$ cat config.mk
export PLATFORM = sky130hd
export DESIGN_NAME = cpu_wb_initiator
export DESIGN_NICKNAME = d
export VERILOG_FILES = /design/src/rtl/cpu_wb_initiator.sv
export SDC_FILE = /design/constraint.sdc
export NUM_CORES = 1
export LEC_CHECK = 0
export BUFFER_PORTS_ARGS = -buffer_cell sky130_fd_sc_hd__buf_2
export CORE_AREA = 2 2 135 137
export DETAILED_ROUTE_END_ITERATION = 10
export DIE_AREA = 0 0 137 139
export HOLD_SLACK_MARGIN = 0.12
export PLACE_DENSITY = 0.63
export SETUP_SLACK_MARGIN = 0.15
export SLEW_MARGIN = 20
export SYNTH_ARGS = -nofsm -noshare
export SYNTH_HDL_FRONTEND = slang
export SYNTH_SLANG_ARGS = --single-unit
$ cat constraint.sdc
create_clock -name clk -period 1.6 [get_ports clk]
set_clock_uncertainty 0.1 [all_clocks]
set_input_delay 0.32 -clock clk [delete_from_list [all_inputs] [get_ports clk]]
set_output_delay 0.32 -clock clk [all_outputs]
set_load 0.005 [all_outputs]
$ cat src/rtl/cpu_wb_initiator.sv
// CPU-side Wishbone master: one LC-3b word/byte load or store becomes one
// 128-bit line transaction, with a watchdog that aborts a hung bus cycle.
module cpu_wb_initiator #(
  parameter int unsigned TIMEOUT = 64
) (
  input  logic         clk,
  input  logic         rst,
  input  logic         mem_read,
  input  logic         mem_write,
  input  logic [1:0]   mem_byte_enable,
  input  logic [15:0]  mem_address,
  input  logic [15:0]  mem_wdata,
  output logic         mem_resp,
  output logic [15:0]  mem_rdata,
  output logic         mem_err,
  output logic         wb_cyc,
  output logic         wb_stb,
  output logic         wb_we,
  output logic [15:0]  wb_sel,
  output logic [11:0]  wb_adr,
  output logic [127:0] wb_dat_m,
  input  logic [127:0] wb_dat_s,
  input  logic         wb_ack,
  input  logic         wb_rty
);

  localparam int unsigned WDW = (TIMEOUT > 1) ? $clog2(TIMEOUT) : 1;

  typedef enum logic [1:0] {IDLE, BUS, RESP} state_t;

  state_t         state, state_next;
  logic [15:1]    addr;
  logic [15:0]    wdata;
  logic [1:0]     be;
  logic           we;
  logic [15:0]    rdata;
  logic           err;
  logic [WDW-1:0] wd;
  logic           timeout;
  logic           unused_addr_bit0;

  assign unused_addr_bit0 = mem_address[0];

  // The counter holds the number of BUS cycles already spent without ACK,
  // so the abort decision is taken in the TIMEOUT-th such cycle.
  assign timeout = (TIMEOUT != 0) && (32'(wd) == TIMEOUT - 1);

  assign wb_we     = we;
  assign wb_adr    = addr[15:4];
  assign wb_dat_m  = {8{wdata}};
  assign mem_rdata = rdata;

  always_ff @(posedge clk) begin
    if (rst) state <= IDLE;
    else     state <= state_next;
  end

  always_comb begin
    state_next = state;
    wb_cyc     = 1'b0;
    wb_stb     = 1'b0;
    wb_sel     = '0;
    mem_resp   = 1'b0;
    mem_err    = 1'b0;
    case (state)
      IDLE: begin
        if (mem_read || mem_write) state_next = BUS;
      end
      BUS: begin
        wb_cyc = 1'b1;
        wb_stb = 1'b1;
        wb_sel = we ? (16'(be) << {addr[3:1], 1'b0}) : '1;
        if (wb_ack || timeout) state_next = RESP;
      end
      RESP: begin
        mem_resp   = 1'b1;
        mem_err    = err;
        state_next = IDLE;
      end
      default: state_next = IDLE;
    endcase
  end

  always_ff @(posedge clk) begin
    if (rst) begin
      addr  <= '0;
      wdata <= '0;
      be    <= '0;
      we    <= 1'b0;
      rdata <= '0;
      err   <= 1'b0;
      wd    <= '0;
    end else begin
      case (state)
        IDLE: begin
          if (mem_read || mem_write) begin
            addr  <= mem_address[15:1];
            wdata <= mem_wdata;
            be    <= mem_byte_enable;
            we    <= mem_write;
            err   <= 1'b0;
            wd    <= '0;
          end
        end
        BUS: begin
          if (wb_ack) begin
            rdata <= wb_dat_s[{addr[3:1], 4'b0000} +: 16];
          end else if (timeout) begin
            err   <= 1'b1;
            rdata <= '0;
          end else begin
            wd <= wd + 1'b1;
          end
        end
        default: ;
      endcase
    end
  end

endmodule

==> flow_metrics.tcl, run 1 <==
set metrics [dict create \
    boundaryPins 345 \
    netSwitchingFraction 0.290 \
    drv.max_cap_violation_count 0 \
    whs_endpoint "wdata[13]$_SDFFE_PP0P_" \
    synthXorXnorAreaFrac 0 \
    drt_first_pass_iters 4 \
    syn2layout_area_growth_pct 72.2 \
    ys_types 37 \
    yosysTopAreaCell "sky130_fd_sc_hd__dfxtp_1" \
    timing.critical_path.slowest_stage_cell "sky130_fd_sc_hd__dfxtp_4" \
    status "finished, violations left" \
    postRouteAntennaNets 0 \
    synth_seq_area_share 0.285 \
    max_clock_freq_mhz 554 \
    syn-instance-count 460 \
    slew_headroom 0.666 \
    initial_core_util 0.235 \
    core_area_sq_um 17700 \
    clk-insertion-delay-late_ns 0.33 \
    htree_levels 3 \
    power_frac_comb 0.329 \
    post_synth_fa_ha_maj_area_fraction 0.00302 \
    numCtsBuffers 9 \
    regToRegEndpoint "mem_rdata[8]$_SDFFE_PP0P_" \
    synth.avg_cell_area_sq_um 9.01 \
    power.density_cell_area_nw_per_um2 812 \
    post_drt_via_cell_ratio 4.51 \
    route.detailed.drc 0 \
    postSynthNetCount 629 \
    cp.required_ns 1.18 \
    power_frac_seq 0.299 \
    synth.top_cells.by_area "sky130_fd_sc_hd__dfxtp_1 (28%), sky130_fd_sc_hd__buf_4 (23%), sky130_fd_sc_hd__mux4_2 (17%)" \
    yosys_warnings 0 \
    critical_path.reg2reg.startpoint "addr[1]$_SDFFE_PP0P_" \
    cp_cell_sequence "buf_12, nor2b_4, nand3_2, a21oi_1, buf_2" \
    path_type_of_the_worst_min_delay_path "input port to flip-flop" \
    cts_tree "yes" \
    grt_util_all_layers 0.149 \
    end_kind "primary output" \
    number_of_antenna_violations_at_the_first_check_in_global_routing 0 \
    clock-root-buffer "sky130_fd_sc_hd__clkbuf_16" \
    total_number_of_placement_rows 49 \
    design.final.nets 916 \
    synthesis.area_sq_um 4150 \
    cell_internal_pwr_mw 4.11 \
    wirelength_microns 15300 \
    period_minus_slack_ns 1.80 \
    postSynth.asyncResetShare 0 \
    cp-start-kind "flip-flop" \
    gp_congestion 0.841 \
    wire_length_of_the_first_global_routing_pass_microns 21700 \
    failed_checks "setup timing" \
    combinational_family_with_the_most_area_after_synthesis "buffers and inverters" \
    synthTopCellsByCount "sky130_fd_sc_hd__buf_4 (125), sky130_fd_sc_hd__nand2_1 (77), sky130_fd_sc_hd__dfxtp_1 (59)" \
    initialDrtViolationCount 155 \
    synth_top_cell_area_share 0.285 \
    placement.io_buffers 342 \
    path_class "flip-flop to primary output" \
    grt_pass1_vias 4102 \
    post_route_cells_drive_above_1_share 0.777 \
    synth_edf_count 0 \
    timing.critical_path.slowest_cell_delay_ns 0.37 \
    count_of_final_max_slew_check_failures 0 \
    die_area_sq_um 19000 \
    cell_with_the_most_instances_after_synthesis "sky130_fd_sc_hd__buf_4" \
    grt_start_max_net_pins 33 \
    timing_hold_violations_final 0 \
    postSynth.topFlopCell "sky130_fd_sc_hd__dfxtp_1" \
    synth-compound-area-share 0.129 \
    cts.reportedPaths.clkPinSlew_ns 0.06 \
    worstRegToRegCells 5 \
    chipWidth_microns 137 \
    power.switching_mw 1.68 \
    ys_seq_elements 59 \
    p_leak_nw 3.58 \
    power.ir.vdd_worst_uv 425 \
    worst_slew_pin_slew_ns 0.500 \
    final_min_period_over_clock_period 1.13 \
    num_antenna_cells 0 \
    final_util 0.404 \
    vias 4421 \
    pwr-share-clk 0.373 \
    power.total_mw 5.80 \
    muxShareOfSynthArea 0.174 \
    postLayoutSetupSlackWorst_ns -0.203 \
    cts_max_path_buffers 2 \
    overflow 0 \
    path_max_fanout 6 \
    cts.sinks 59 \
    detailedPlacementHpwl_microns 11000 \
    synthSimpleGateAreaFrac 0.149 \
    detail_route.wl_per_cell_microns 15.6 \
    worstPathArrival_ns 1.38 \
    reg2reg_setup_slack_ns -0.18 \
    die_h_microns 139 \
    rsz_0062_raised_after_global_routing "yes" \
    hold_depth 3 \
    fillCellCount 1704 \
    worst_hold_startpoint "mem_wdata[13]" \
    timing.final.setup_violations 34 \
]
routing by layer:
metal	wire, microns	vias up	track usage
met1	5830	2093	0.162
met2	8200	243	0.280
met4	222	0	0.0526
li1	-	2073	-
met3	1030	12	0.0303
met5	0	-	0
flip-flops by register name, summed over array words and instances, names as in the netlist:
signal,cells
mem_rdata,16
state,2
err,1
wd,6
wb_we,1
addr,15
be,2
wdata,16
logic make-up (layout without fill, tap and decap cells):
logic type | after synthesis | in the layout
flip-flops | 59 | 59
multiplexers | 32 | 32
buffers and inverters | 156 | 448
adder cells (fa/ha/maj) | 1 | 1
AND/OR/NAND/NOR | 128 | 128
AO/OA/AOI/OAI | 84 | 84
area by class of cell:
| class | instances | area (sq um) | share of cell area |
|---|---|---|---|
| Clock buffer | 14 | 295 | 0.0414 |
| Clock inverter | 2 | 38.8 | 0.00543 |
| Inverter | 1 | 6.26 | 0.000876 |
| Multi-Input combinational cell | 245 | 2480 | 0.347 |
| Sequential cell | 59 | 1210 | 0.170 |
| Tap cell | 229 | 287 | 0.0401 |
| Timing Repair Buffer | 431 | 2820 | 0.395 |
worst max path at each step:
stage / start / endpoint / cells past startpoint / slack, ns
after global placement: wd[1]$_SDFFE_PP0P_ / mem_rdata[12]$_SDFFE_PP0P_ / 5 / -0.18
final: addr[1]$_SDFFE_PP0P_ / wb_sel[11] / 5 / -0.20
after floorplan: addr[1]$_SDFFE_PP0P_ / mem_rdata[3]$_SDFFE_PP0P_ / 4 / 0.01
after global routing: addr[1]$_SDFFE_PP0P_ / wb_sel[11] / 5 / -0.27
after detailed placement: rst / mem_rdata[2]$_SDFFE_PP0P_ / 3 / -0.20
after CTS: addr[1]$_SDFFE_PP0P_ / wb_sel[15] / 6 / -0.22
worst max-delay path, delay by kind of cell (launching register included):
family | cells | cell delay (ns)
flops | 1 | 0.37
simple gates | 2 | 0.31
compound gates | 1 | 0.12
buf+inv | 2 | 0.24
stage by stage:
| stage | setup WS [ns] | TNS [ns] | area, sq um | hold WS (ns) | instances |
|---|---|---|---|---|---|
| after CTS | -0.216 | -5.93 | 6770 | 0.120 | 975 |
| after global routing | -0.270 | -7.52 | 7140 | 0.136 | 981 |
| final | -0.203 | -5.34 | 7140 | 0.130 | 981 |
| after detailed placement | -0.202 | -3.05 | 5520 | 0.349 | 916 |
| after global placement | -0.176 | -2.88 | 5520 | 0.339 | 916 |
| after floorplan | 0.0143 | 0 | 4260 | 0.337 | 460 |
power by group through the flow:
| stage | clock network (mW) | logic [mW] | registers, mW |
|---|---|---|---|
| 2_1_floorplan | 0 | 0.965 | 1.71 |
| 3_3_place_gp | 0 | 1.36 | 1.72 |
| 3_5_place_dp | 0 | 1.37 | 1.72 |
| 4_1_cts | 2.23 | 1.76 | 1.71 |
| 5_1_grt | 2.28 | 2.06 | 1.75 |
| 6_report | 2.16 | 1.90 | 1.73 |
layout by cell type, fill, tap and decap left out, types with 2 or more instances in the layout:
cell type,count
sky130_fd_sc_hd__mux4_2,32
sky130_fd_sc_hd__nand3_2,5
sky130_fd_sc_hd__nor2_1,2
sky130_fd_sc_hd__nand2_4,33
sky130_fd_sc_hd__nand4_1,2
sky130_fd_sc_hd__o211ai_1,2
sky130_fd_sc_hd__buf_6,26
sky130_fd_sc_hd__nand4b_1,2
sky130_fd_sc_hd__a21oi_1,11
sky130_fd_sc_hd__a221o_1,16
sky130_fd_sc_hd__nand2_2,2
sky130_fd_sc_hd__nor2b_1,16
sky130_fd_sc_hd__clkbuf_16,12
sky130_fd_sc_hd__a311oi_2,2
sky130_fd_sc_hd__buf_4,26
sky130_fd_sc_hd__buf_8,3
sky130_fd_sc_hd__o21ai_4,2
sky130_fd_sc_hd__buf_2,338
sky130_fd_sc_hd__nand3_1,6
sky130_fd_sc_hd__nor2b_4,3
sky130_fd_sc_hd__nand2_1,42
sky130_fd_sc_hd__buf_12,10
sky130_fd_sc_hd__dfxtp_2,21
sky130_fd_sc_hd__a21oi_2,43
sky130_fd_sc_hd__nor2_4,2
sky130_fd_sc_hd__buf_16,5
sky130_fd_sc_hd__dfxtp_1,37
sky130_fd_sc_hd__dlygate4sd3_1,21
sky130_fd_sc_hd__clkbuf_8,3
repair_timing:
action	CTS	global route
pin swaps	73	23
resized for setup	123	68
endpoints found under the hold margin	21	0
endpoints found under the setup margin	83	120
hold buffers	21	0
gates cloned	5	2
buffers inserted	17	4
Note: power is estimated with default switching activity, not from simulation.
==> inputs of run 2 (changes only) <==
- ABC_AREA: default -> 1
- PLACE_DENSITY: 0.63 -> 0.68
==> flow_metrics.tcl, run 2 <==
set metrics [dict create \
    status "finished, violations left" \
    failed_checks "setup timing" \
    syn2layout_area_growth_pct 49.5 \
    synthesis.area_sq_um 5020 \
    power.density_cell_area_nw_per_um2 843 \
    htree_levels 3 \
    syn-instance-count 818 \
    cts.sinks 59 \
    postPlaceCellArea_sq_um 6080 \
    yosysTopAreaCell "sky130_fd_sc_hd__dfxtp_1" \
    design.final.nets 1223 \
    setup_tns_ns -0.861 \
    grt_pass1_vias 5267 \
    cp.required_ns 1.18 \
    slew_headroom 0.774 \
    detailedPlacementHpwl_microns 12900 \
    postRouteAntennaNets 0 \
    layout_commonest_cell "sky130_fd_sc_hd__buf_2" \
    count_of_final_max_slew_check_failures 0 \
    cell_with_the_most_instances_after_synthesis "sky130_fd_sc_hd__nand2_1" \
    initial_core_util 0.284 \
    die_area_sq_um 19000 \
    path_class "flip-flop to primary output" \
    fillCellCount 1803 \
    rsz_0062_raised_after_global_routing "yes" \
    numCtsBuffers 9 \
    cp-start-kind "flip-flop" \
    commonest_non_fill_non_tap_cells_in_the_layout "sky130_fd_sc_hd__buf_2 (340), sky130_fd_sc_hd__nand2_1 (163), sky130_fd_sc_hd__inv_1 (108)" \
    cts.reportedPaths.clkPinSlew_ns 0.05 \
    num_antenna_cells 0 \
    synth_seq_area_share 0.235 \
    yosys_warnings 0 \
    drv.max_cap_violation_count 0 \
    reg2reg_setup_slack_ns 0.07 \
    worstPathArrival_ns 1.28 \
    die_h_microns 139 \
    synth_top_cell_area_share 0.235 \
    total_number_of_placement_rows 49 \
    worst_slew_pin_slew_ns 0.340 \
    cts_max_path_buffers 2 \
    detail_route.wl_per_cell_microns 14.5 \
    placement.io_buffers 342 \
    cts_tree "yes" \
    path_max_fanout 9 \
    numPlacedInstances 1239 \
    synthTopCellsByCount "sky130_fd_sc_hd__nand2_1 (169), sky130_fd_sc_hd__buf_4 (126), sky130_fd_sc_hd__inv_1 (112)" \
    p_leak_nw 4.14 \
    postSynth.asyncResetShare 0 \
    route.detailed.drc 0 \
    initialDrtViolationCount 319 \
    post_route_cells_drive_above_1_share 0.513 \
    postLayoutSetupSlackWorst_ns -0.0982 \
    number_of_antenna_violations_at_the_first_check_in_global_routing 0 \
    wirelength_microns 18600 \
    synth.top_cells.by_area "sky130_fd_sc_hd__dfxtp_1 (24%), sky130_fd_sc_hd__buf_4 (19%), sky130_fd_sc_hd__nand2_1 (13%)" \
    max_clock_freq_mhz 589 \
    grt_util_all_layers 0.179 \
    core_area_sq_um 17700 \
    path_type_of_the_worst_min_delay_path "input port to flip-flop" \
    timing_hold_violations_final 0 \
    synth.avg_cell_area_sq_um 6.14 \
    post_drt_via_cell_ratio 4.51 \
    power.ir.vdd_worst_uv 429 \
    vias 5809 \
    synth_edf_count 0 \
    gp_congestion 0.866 \
    timing.final.setup_violations 16 \
    drt_first_pass_iters 4 \
    chipWidth_microns 137 \
    postSynthNetCount 987 \
    postSynth.topFlopCell "sky130_fd_sc_hd__dfxtp_1" \
    wire_length_of_the_first_global_routing_pass_microns 26600 \
    ys_types 29 \
    fin_area_sq_um 7510 \
    end_kind "primary output" \
    ys_seq_elements 59 \
    clock-root-buffer "sky130_fd_sc_hd__clkbuf_16" \
    grt_start_max_net_pins 33 \
    final_min_period_over_clock_period 1.06 \
    overflow 0 \
    post_layout_nonfiller_instances 1288 \
    boundaryPins 345 \
    period_minus_slack_ns 1.70 \
    clk-insertion-delay-late_ns 0.33 \
]
## run 2: cell count changes in the layout (fill, tap and decap cells not counted), sizes merged, moves of 3 or more
cell / delta
nand4: +14
nand2: +97
nor2: +68
nor2b: -20
nand3: +109
o21ai: +38
mux4: -32
buf: -16
clkinvlp: +3
a21oi: -14
inv: +112
a311oi: -3
dlygate4sd3: -20
a221o: -16
## run 2: cells by family (layout without fill, tap and decap cells)
group                    count (synthesis)  in the layout  share of synthesized area
AND/OR/NAND/NOR                        383            385                      0.342
buffers and inverters                  293            532                      0.330
AO/OA/AOI/OAI                           82             82                     0.0910
flip-flops                              59             59                      0.235
adder cells (fa/ha/maj)                  1              1                    0.00249
## run 2: report_power, final
| part | switching [mW] | internal, mW | total (mW) |
|---|---|---|---|
| clock | 0.674 | 1.53 | 2.21 |
| combinational | 1.20 | 1.11 | 2.31 |
| sequential | 0.203 | 1.61 | 1.81 |
## run 2: worst paths after layout
check                                  from                   endpoint  cells past startpoint
setup / recovery       addr[1]$_SDFFE_PP0P_                 wb_sel[15]                      4
hold / removal                mem_wdata[13]     wdata[13]$_SDFFE_PP0P_                      3
setup reg to reg      state[0]$_SDFFE_PP0P_         wd[4]$_SDFFE_PP0P_                      6
hold reg to reg   mem_rdata[3]$_SDFFE_PP0P_  mem_rdata[3]$_SDFFE_PP0P_                      2
## run 2: metal layers
| metal | up-vias | GRT usage | share of wire |
|---|---|---|---|
| li1 | 2894 | - | - |
| met1 | 2611 | 0.193 | 0.38 |
| met2 | 274 | 0.331 | 0.52 |
| met3 | 30 | 0.0475 | 0.081 |
| met4 | 0 | 0.0586 | 0.022 |
| met5 | - | 0 | 0 |
## run 2: final cells by class
| type | count | area (sq um) | share of cell area |
|---|---|---|---|
| flip-flops and latches | 59 | 1220 | 0.163 |
| well taps | 229 | 287 | 0.0382 |
| clock inverters | 3 | 67.6 | 0.00900 |
| multi-input cells | 468 | 2670 | 0.355 |
| clock buffers | 13 | 280 | 0.0373 |
| repair buffers | 398 | 2490 | 0.332 |
| repair inverters | 1 | 7.51 | 0.00100 |
| inverters | 117 | 483 | 0.0643 |
## run 2: metrics by stage
step | utilization | hold WS [ns] | setup slack [ns] | power, mW
final | 0.425 | 0.134 | -0.0982 | 6.33
after global routing | 0.425 | 0.138 | -0.145 | 6.73
after CTS | 0.392 | 0.122 | -0.0968 | 6.11
after detailed placement | 0.345 | 0.367 | 0.0291 | 3.63
after global placement | 0.345 | 0.359 | 0.0709 | 3.62
after floorplan | - | 0.299 | 0.152 | 3.15
## run 2: timing repair
item / in CTS / in global routing
cloned: 6 / 7
endpoints found under the hold margin: 1 / 0
setup buffers: 12 / 7
resized for setup: 69 / 108
pin swaps: 17 / 34
endpoints found under the setup margin: 68 / 112
hold buffers: 1 / 0
## run 2: critical path, cell delays in order (launching register included)
cell and delay, ns:
sky130_fd_sc_hd__dfxtp_4 0.42, sky130_fd_sc_hd__buf_12 0.14, sky130_fd_sc_hd__nand4_1 0.11, sky130_fd_sc_hd__a21oi_2 0.15
sky130_fd_sc_hd__buf_2 0.12
